--- src/rtl/riscv_imm_gen_pipe.sv ---
// Purpose : RISC-V immediate generator with PC-relative target, registered, valid/ready at both sides.
// Latency : 1 cycle (accepted at edge N, presented with o_valid=1 in cycle N+1).
// Backpress: 2-entry OUT+SKD buffer, full rate under stall; o_ready is registered and drops once SKD fills.
//
// Ports:
//   i_clk, i_rstn               clock, synchronous active-low reset
//   i_valid/o_ready, i_instr,   upstream handshake, instruction word,
//   i_imm_sel, i_pc             explicit format (AUTO_SEL=0) and PC
//   o_valid/i_ready             downstream handshake
//   o_imm, o_imm_type,          sign-extended immediate, resolved format,
//   o_illegal, o_target         unsupported-format flag, i_pc + o_imm
module riscv_imm_gen_pipe #(
   parameter int XLEN     = 32,
   parameter bit AUTO_SEL = 1'b1
) (
   input  logic            i_clk,
   input  logic            i_rstn,
   input  logic            i_valid,
   output logic            o_ready,
   input  logic [31:0]     i_instr,
   input  logic [2:0]      i_imm_sel,
   input  logic [XLEN-1:0] i_pc,
   output logic            o_valid,
   input  logic            i_ready,
   output logic [XLEN-1:0] o_imm,
   output logic [2:0]      o_imm_type,
   output logic            o_illegal,
   output logic [XLEN-1:0] o_target
);

   if (XLEN != 32 && XLEN != 64) begin : g_bad_xlen
      $error("riscv_imm_gen_pipe: XLEN must be 32 or 64");
   end

   localparam logic [2:0] FMT_NONE = 3'd0;
   localparam logic [2:0] FMT_I    = 3'd1;
   localparam logic [2:0] FMT_S    = 3'd2;
   localparam logic [2:0] FMT_B    = 3'd3;
   localparam logic [2:0] FMT_U    = 3'd4;
   localparam logic [2:0] FMT_J    = 3'd5;

   typedef struct packed {
      logic [XLEN-1:0] imm;
      logic [2:0]      typ;
      logic            ill;
      logic [XLEN-1:0] tgt;
   } ent_t;

   logic [2:0]  auto_fmt;
   logic [2:0]  sel_fmt;
   logic        sel_ill;
   logic [31:0] imm32;
   ent_t        new_ent;

   // Decode: every 32-bit form already carries instr[31] in bit 31, so
   // widening to XLEN is a plain signed extension of imm32.
   always_comb begin
      auto_fmt = FMT_NONE;
      case (i_instr[6:0])
         7'b0000011, 7'b0010011,
         7'b1100111, 7'b1110011: auto_fmt = FMT_I;
         7'b0100011:             auto_fmt = FMT_S;
         7'b1100011:             auto_fmt = FMT_B;
         7'b0110111, 7'b0010111: auto_fmt = FMT_U;
         7'b1101111:             auto_fmt = FMT_J;
         default:                auto_fmt = FMT_NONE;
      endcase

      if (AUTO_SEL) begin
         sel_fmt = auto_fmt;
         sel_ill = (auto_fmt == FMT_NONE);
      end else begin
         // Explicit NONE is a legitimate "no immediate" request; only 6/7 are bad.
         sel_fmt = i_imm_sel;
         sel_ill = (i_imm_sel >= 3'd6);
      end

      imm32 = '0;
      case (sel_fmt)
         FMT_I:   imm32 = {{20{i_instr[31]}}, i_instr[31:20]};
         FMT_S:   imm32 = {{20{i_instr[31]}}, i_instr[31:25], i_instr[11:7]};
         FMT_B:   imm32 = {{19{i_instr[31]}}, i_instr[31], i_instr[7],
                           i_instr[30:25], i_instr[11:8], 1'b0};
         FMT_U:   imm32 = {i_instr[31:12], 12'b0};
         FMT_J:   imm32 = {{11{i_instr[31]}}, i_instr[31], i_instr[19:12],
                           i_instr[20], i_instr[30:21], 1'b0};
         default: imm32 = '0;
      endcase

      new_ent.imm = XLEN'($signed(imm32));
      new_ent.typ = sel_fmt;
      new_ent.ill = sel_ill;
      new_ent.tgt = i_pc + new_ent.imm;
   end

   ent_t out_q, out_d;
   ent_t skd_q, skd_d;
   logic out_vld_q, out_vld_d;
   logic skd_vld_q, skd_vld_d;
   logic rdy_q, rdy_d;
   logic acc;
   logic pop;

   always_comb begin
      out_d     = out_q;
      out_vld_d = out_vld_q;
      skd_d     = skd_q;
      skd_vld_d = skd_vld_q;
      acc       = i_valid & rdy_q;
      pop       = out_vld_q & i_ready;

      if (pop) begin
         if (skd_vld_q) begin
            out_d     = skd_q;
            skd_vld_d = 1'b0;
         end else begin
            out_vld_d = 1'b0;
         end
      end

      // acc implies SKD is empty (rdy_q is !skd_vld_q), so a pop above
      // never competes with a SKD refill here.
      if (acc) begin
         if (!out_vld_q || pop) begin
            out_d     = new_ent;
            out_vld_d = 1'b1;
         end else begin
            skd_d     = new_ent;
            skd_vld_d = 1'b1;
         end
      end

      rdy_d = !skd_vld_d;
   end

   always_ff @(posedge i_clk) begin
      if (!i_rstn) begin
         out_q     <= '0;
         out_vld_q <= 1'b0;
         skd_q     <= '0;
         skd_vld_q <= 1'b0;
         rdy_q     <= 1'b0;
      end else begin
         out_q     <= out_d;
         out_vld_q <= out_vld_d;
         skd_q     <= skd_d;
         skd_vld_q <= skd_vld_d;
         rdy_q     <= rdy_d;
      end
   end

   assign o_ready    = rdy_q;
   assign o_valid    = out_vld_q;
   assign o_imm      = out_q.imm;
   assign o_imm_type = out_q.typ;
   assign o_illegal  = out_q.ill;
   assign o_target   = out_q.tgt;

endmodule
--- config.mk ---
export PLATFORM = sky130hd
export DESIGN_NAME = riscv_imm_gen_pipe
export DESIGN_NICKNAME = d
export VERILOG_FILES = /design/src/rtl/riscv_imm_gen_pipe.sv
export SDC_FILE = /design/constraint.sdc
export NUM_CORES = 1
export LEC_CHECK = 0
export ABC_AREA = 1
export ABC_CLOCK_PERIOD_IN_PS = 2800
export BUFFER_PORTS_ARGS = -buffer_cell sky130_fd_sc_hd__buf_2
export CAP_MARGIN = 5
export CELL_PAD_IN_SITES_DETAIL_PLACEMENT = 2
export CELL_PAD_IN_SITES_GLOBAL_PLACEMENT = 2
export CORE_MARGIN = 2
export CORE_UTILIZATION = 28
export CTS_CLUSTER_SIZE = 40
export DETAILED_ROUTE_END_ITERATION = 16
export PLACE_DENSITY_LB_ADDON = 0.1
export SYNTH_ARGS = -nofsm -noshare
export SYNTH_HDL_FRONTEND = slang
export SYNTH_SLANG_ARGS = --single-unit
--- constraint.sdc ---
create_clock -name i_clk -period 2.8 [get_ports i_clk]
set_clock_uncertainty 0.2 [all_clocks]
set_input_delay 0.28 -clock i_clk [delete_from_list [all_inputs] [get_ports i_clk]]
set_output_delay 0.28 -clock i_clk [all_outputs]
set_load 0.01 [all_outputs]
==> qor.yml, run 1 <==
status: "finished clean"
die_h_um: 181
ir_drop_v: 0.000410
clk_latency_ns: 0.47
synth-compound-area-share_pct: 14.9
num_rows: 64
core-area_um2: 30700
ys_ff_latch: 139
first_iter_violations: 319
avgSynthCellArea_um2: 6.28
cp.arrival_ns: 2.88
wl_per_cell_um: 18.9
min_period_over_period_pct: 97.7
port_buffers: 137
grt_first_pass_wirelength_um: 60500
synthDistinctLibCells: 46
ctsHtreeMaxLevel: 4
power_frac_comb_pct: 20.3
ys.flop_type: "dfxtp_1"
relSlewSlack_pct: 58.8
wl_um: 39600
synthSimpleGateAreaFrac_pct: 31.1
antenna_found_initial: 0
vias_per_cell: 4.81
syn-num-nets: 1505
start_util_pct: 28.6
maxCapViolCount: 0
critPathRequiredTime_ns: 2.94
switching_power_w: 0.00184
yosysSeqAreaShare_pct: 31.6
dpl_cell_area_um2: 11100
design_area_um2: 12500
grt_pass1_vias: 10800
switching_share_pct: 32.1
track_usage_pct: 23.8
hold_viol_final: 0
drc: 0
crit_fanout: 4
detail-route-antenna-nets: 0
grt_overflow: 0
syn_inst: 1402
cts_root_buffer: "clkbuf_16"
cts_tree: "built"
p_int_w: 0.00389
place_congestion: 0.828
vias: 10100
setup_violations: 0
fp.dieW_um: 181
syn_to_final_growth_pct: 41.4
ys_async_sr_fraction_pct: 0
synth_enable_flop_cells: 0
clock_sinks: 139
dpl.hpwl_um: 28900
yosys_warnings: 0
grt_max_degree: 76
maxSlewViolCount: 0
synth_top_family_by_area: "simple AND/OR/NAND/NOR gates"
fp.dieArea_um2: 32900
fin_tns_setup_ns: 0
p_clk_share_pct: 42.1
power_leakage_nw: 6.91
cp-end-kind: "flip-flop"
seq_power_share_pct: 37.6
drive_gt1_share_pct: 30.6
min_period_ns: 2.74
cts_buffers: 17
synth_xor_area_share_pct: 0.795
nets: 1782
io_pins: 141
synthMuxAreaShare_pct: 2.47
cts_buffer_depth: 2
tightest_slew_ns: 0.618
start_kind: "input port"
synthAdderAreaFrac_pct: 4.63
max_freq_ghz: 0.366
powerDensity_nw_per_um2: 460
drtPass1Iterations: 4
rsz0062_at_grt: "yes"
clkTransAtPathRegs_ns: 0.07
critPathKind: "in2reg"
synthesis.area_um2: 8810
hold_path.class: "in2reg"
holdWs_ns: 0.0118
## critical path: stages
cell and delay [ns]:
buf_2 0.13, inv_2 0.09, nand2_2 0.07, nor2_4 0.13, nand3_4 0.11, buf_4 0.16, buf_4 0.15, o21ai_4 0.19
buf_4 0.16, ha_1 0.23, nand2_1 0.08, nand2_1 0.14, and2_1 0.23, buf_4 0.16, xnor2_1 0.26, nand2_1 0.11
o211ai_1 0.11, inv_1 0.06
## power groups by stage
stage                     Sequential [W]  Clock (W)  Combinational, W
after floorplan                  0.00222          0          0.000514
after global placement           0.00219          0           0.00101
after detailed placement         0.00220          0           0.00104
after CTS                        0.00215    0.00246           0.00108
after global routing             0.00216    0.00253           0.00129
final                            0.00215    0.00241           0.00116
## routing by layer
metal / wire [um] / track usage, %
met1: 17900 / 30.6
met2: 19900 / 42.0
met3: 1200 / 3.23
met4: 546 / 5.27
met5: 0 / 0
## state kept, by name (all words and copies together) (netlist names)
name	flops
o_illegal	1
o_imm	32
o_imm_type	3
o_ready	1
o_target	32
o_valid	1
skd_q	68
skd_vld_q	1
## final timing paths
check / from / end / slack [ns] / depth (start not counted)
worst max register to register: o_valid$_SDFF_PN0_ / o_imm[6]$_SDFF_PN0_ / 0.70 / 5
worst min-delay path: i_pc[0] / skd_q[0]$_SDFFE_PN0P_ / 0.01 / 4
worst max-delay path: i_instr[3] / skd_q[3]$_SDFFE_PN0P_ / 0.06 / 18
worst min register to register: skd_q[4]$_SDFFE_PN0P_ / skd_q[4]$_SDFFE_PN0P_ / 0.30 / 2
## layout by cell type (no fill, tap or decap), types with 3 or more instances in the layout
cell          n
o211ai_1     41
nand3_1      99
nand3b_1      3
nand2_4      12
buf_4       166
xor2_1        4
ha_1          8
nand3_2       6
buf_12        5
nor2_2       18
clkinvlp_4    6
o21bai_1      4
clkinv_4      3
xnor2_1       3
clkbuf_16    17
nand3_4       5
inv_6         3
mux2i_1      15
a21oi_2      16
nand4_1       7
a221oi_1      5
o21ai_0      53
and2_1        4
a21oi_1      70
o21ai_1      23
nor2_1       91
dfxtp_1     139
ha_4         21
nand2_1     335
mux2_2        6
inv_1       261
nand2_2      53
inv_2         9
o21ai_2       3
nor2_4        9
buf_2       137
## through the flow
stage | utilization (%) | power [W] | cells | setup slack, ns
after global routing | 40.5 | 0.00598 | 2088 | -0.141
after detailed placement | 35.9 | 0.00324 | 2045 | -0.625
after global placement | 35.9 | 0.00321 | 2045 | -0.605
after floorplan | - | 0.00273 | 1402 | 0.160
final | 40.5 | 0.00573 | 2089 | 0.0649
after CTS | 38.4 | 0.00569 | 2081 | 0.000177
## cell type report
cell class	count	area [um2]
multi-input combinational	936	5460
fill	3765	18300
timing repair buffer	313	2090
antenna	1	2.50
clock inverter	15	166
inverter	271	1020
sequential	139	2780
clock buffer	17	425
timing repair inverter	1	5.00
tap	396	495
## logic make-up (layout without fill, tap and decap cells)
group / Yosys count / count (layout)
AOI/OAI and AO/OA: 227 / 227
muxes: 21 / 21
xor gates and xnor gates: 8 / 8
adders and majority gates: 32 / 32
other: 0 / 1
buffers and inverters: 327 / 617
DFF: 139 / 139
and+or+nand+nor: 648 / 648
## cell usage after synthesis, types with 2 or more instances
master	instances	area, um2
a21o_1	2	15.0
a21oi_1	87	435
a221oi_1	5	43.8
and2_1	4	25.0
buf_1	5	18.8
buf_2	26	130
clkbuf_1	23	86.3
clkinv_1	2	7.51
dfxtp_1	139	2780
ha_1	31	388
inv_1	266	998
inv_2	3	11.3
mux2_2	6	67.6
mux2i_1	15	150
nand2_1	388	1460
nand2_2	3	18.8
nand2_4	9	101
nand3_1	107	536
nand3_4	2	35.0
nand3b_1	3	22.5
nand4_1	7	43.8
nor2_1	116	435
o211ai_1	41	308
o21ai_0	62	310
o21ai_1	17	85.1
o21bai_1	6	45.0
or2_2	2	12.5
xnor2_1	4	35.0
xor2_1	4	35.0
## repair_timing
item / CTS / global route
pin swaps: 5 / 22
gates cloned: 0 / 1
resized for setup: 36 / 138
setup buffers: 2 / 6
setup endpoints to repair: 44 / 55
hold buffers: 2 / 0
hold endpoints to repair: 2 / 0
Note: power is estimated with default switching activity, not from simulation.
==> inputs of run 2 (changes only) <==
Settings changed: ABC_CLOCK_PERIOD_IN_PS 2800 to 2600, CORE_UTILIZATION 28 to 31.
Clock period 2.8 ns to 2.6 ns, I/O delays scaled along.
==> qor.yml, run 2 (synthesis gave the netlist of run 1 again) <==
start_util_pct: 31.6  # was 28.6%
p_int_w: 0.00426  # was 0.00389 W
mostFrequentLayoutCells: "inv_1 (230), nand2_1 (229), buf_4 (171), dfxtp_1 (139), buf_2 (130)"  # was nand2_1 (335), inv_1 (261), buf_4 (166), dfxtp_1 (139), buf_2 (137)
dpl_cell_area_um2: 11100  # about the same
finalPower_w: 0.00670  # was 0.00573 W
drive_gt1_share_pct: 44.1  # was 30.6%
tightest_slew_ns: 0.719  # was 0.618 ns
critPathKind: "in2reg"  # unchanged
clock_sinks: 139  # unchanged
violations: "negative setup slack"
syn_to_final_growth_pct: 61.0  # was 41.4%
p_clk_share_pct: 39.4  # was 42.1%
antenna_found_initial: 2  # was 0
nets: 1809  # was 1782
design_area_um2: 14200  # was 12500 um2
crit_fanout: 8  # was 4
grt_first_pass_wirelength_um: 71600  # was 60500 um
fin_tns_setup_ns: -4.03  # was 0 ns
clk_latency_ns: 0.48  # was 0.47 ns
switching_share_pct: 36.5  # was 32.1%
wl_um: 62500  # was 39600 um
drtPass1Iterations: 5  # was 4
fillers: 3112  # was 3765
hold_path.class: "in2reg"  # unchanged
seq_power_share_pct: 34.9  # was 37.6%
setup_violations: 46  # was 0
max_freq_ghz: 0.357
regMostFlops: "skd_q"  # unchanged
maxSlewViolCount: 0  # unchanged
largest_reg_flops: 68  # unchanged
drc: 0  # unchanged
port_buffers: 137  # unchanged
switching_power_w: 0.00245  # was 0.00184 W
critPathRequiredTime_ns: 2.78  # was 2.94 ns
cp.arrival_ns: 2.98  # was 2.88 ns
vias_per_cell: 5.57  # was 4.81
ir_drop_v: 0.000576  # was 0.000410 V
power_leakage_nw: 7.56  # was 6.91 nW
cts_buffer_depth: 2  # unchanged
fp.dieArea_um2: 29800  # was 32900 um2
setup_slack_ns: -0.204  # was 0.0649 ns
relSlewSlack_pct: 52.1  # was 58.8%
layout_commonest_cell: "inv_1"  # was nand2_1
detail-route-antenna-nets: 0  # unchanged
cts_root_buffer: "clkbuf_16"  # unchanged
clkTransAtPathRegs_ns: 0.07  # about the same
wl_per_cell_um: 29.8  # was 18.9 um
dpl.hpwl_um: 29100  # was 28900 um
ctsHtreeMaxLevel: 4  # unchanged
track_usage_pct: 31.1  # was 23.8%
fp.dieW_um: 173  # was 181 um
cp-end-kind: "flip-flop"  # unchanged
status: "finished, violations left"  # was finished clean
hold_viol_final: 0  # unchanged
cts_buffers: 17  # unchanged
powerDensity_nw_per_um2: 473  # was 460 nW/um2
rsz0062_at_grt: "yes"  # unchanged
grt_max_degree: 83  # was 76
grt_overflow: 0  # unchanged
core-area_um2: 27900  # was 30700 um2
maxCapViolCount: 0  # unchanged
vias: 11700  # was 10100
grt_pass1_vias: 12200  # was 10800
place_congestion: 0.849  # was 0.828
cts_tree: "built"  # unchanged
die_h_um: 173  # was 181 um
num_rows: 61  # was 64
io_pins: 141  # unchanged
min_period_over_period_pct: 108
first_iter_violations: 827  # was 319
start_kind: "input port"  # unchanged
min_period_ns: 2.80
power_frac_comb_pct: 25.7  # was 20.3%
## run 2: changes by cell type in the layout (fill, tap and decap cells not counted), sizes merged
| cell | previous run | this run |
|---|---|---|
| buf | 311 | 340 |
| clkbuf | 17 | 19 |
| bufinv | 2 | 1 |
| clkinv | 4 | 3 |
| clkinvlp | 7 | 6 |
| dlygate4sd3 | 2 | 1 |
| inv | 274 | 273 |
## run 2: area by class of cell
type	instances	area [um2]	share of cell area (%)
repair buffers	341	2500	17.7
multi-input cells	936	6790	47.9
well taps	378	473	3.34
inverters	271	1060	7.49
flip-flops and latches	139	2780	19.6
clock inverters	12	115	0.812
diodes	1	2.50	0.0176
clock buffers	19	453	3.19
## run 2: what timing repair did
action,CTS,global route
setup buffers,9,30
setup endpoints to repair,58,57
hold buffers,1,0
pin swaps,25,144
resized for setup,162,404
endpoints found under the hold margin,1,0
## run 2: power groups by stage
stage / clock, W / sequential (W) / combinational (W)
finish: 0.00264 / 0.00234 / 0.00172
global route: 0.00272 / 0.00235 / 0.00180
CTS: 0.00254 / 0.00232 / 0.00126
detailed placement: 0 / 0.00237 / 0.00113
global placement: 0 / 0.00236 / 0.00108
floorplan: 0 / 0.00239 / 0.000553
## run 2: final timing paths
check	end	slack [ns]	startpoint	depth (start not counted)
worst max-delay path	o_target[19]$_SDFF_PN0_	-0.20	i_instr[2]	23
worst min register to register	skd_q[3]$_SDFFE_PN0P_	0.34	skd_q[3]$_SDFFE_PN0P_	2
worst max register to register	o_imm_type[0]$_SDFF_PN0_	0.07	o_valid$_SDFF_PN0_	5
worst min-delay path	skd_q[42]$_SDFFE_PN0P_	0.04	i_instr[26]	4
## run 2: critical path, stage by stage
cell and delay [ns]:
buf_12 0.12, clkinv_8 0.04, nand2_4 0.05, nor2_4 0.16
nand3_4 0.13, nand2_4 0.14, buf_12 0.16, nand2_4 0.09
inv_2 0.10, ha_4 0.23, nand2_1 0.12, nand2_1 0.10
buf_4 0.15, nand2_1 0.07, nand2_2 0.10, inv_1 0.17
o21ai_1 0.13, nand2_1 0.14, nand3_1 0.09, nand2_1 0.13
nand3_1 0.12, nand2_1 0.10, inv_1 0.05
## run 2: layer usage
layer | part of all wire, % | vias to the layer above | wire length [um] | global-route usage [%]
li1 | - | 5005 | - | -
met1 | 39 | 5948 | 24100 | 35.6
met2 | 50 | 526 | 31400 | 56.1
met3 | 5.7 | 210 | 3590 | 5.17
met4 | 5.4 | 0 | 3360 | 15.3
met5 | 0 | - | 0 | 0
## run 2: stage by stage
stage               util [%]  cells  setup slack [ns]  hold slack [ns]
floorplan                  -   1402           0.00576            0.245
global placement        39.8   2025            -0.696            0.280
detailed placement      39.8   2025            -0.842            0.294
CTS                     44.4   2066           -0.0224           0.0193
global route            50.9   2097            -0.273           0.0533
finish                  50.9   2097            -0.204           0.0412
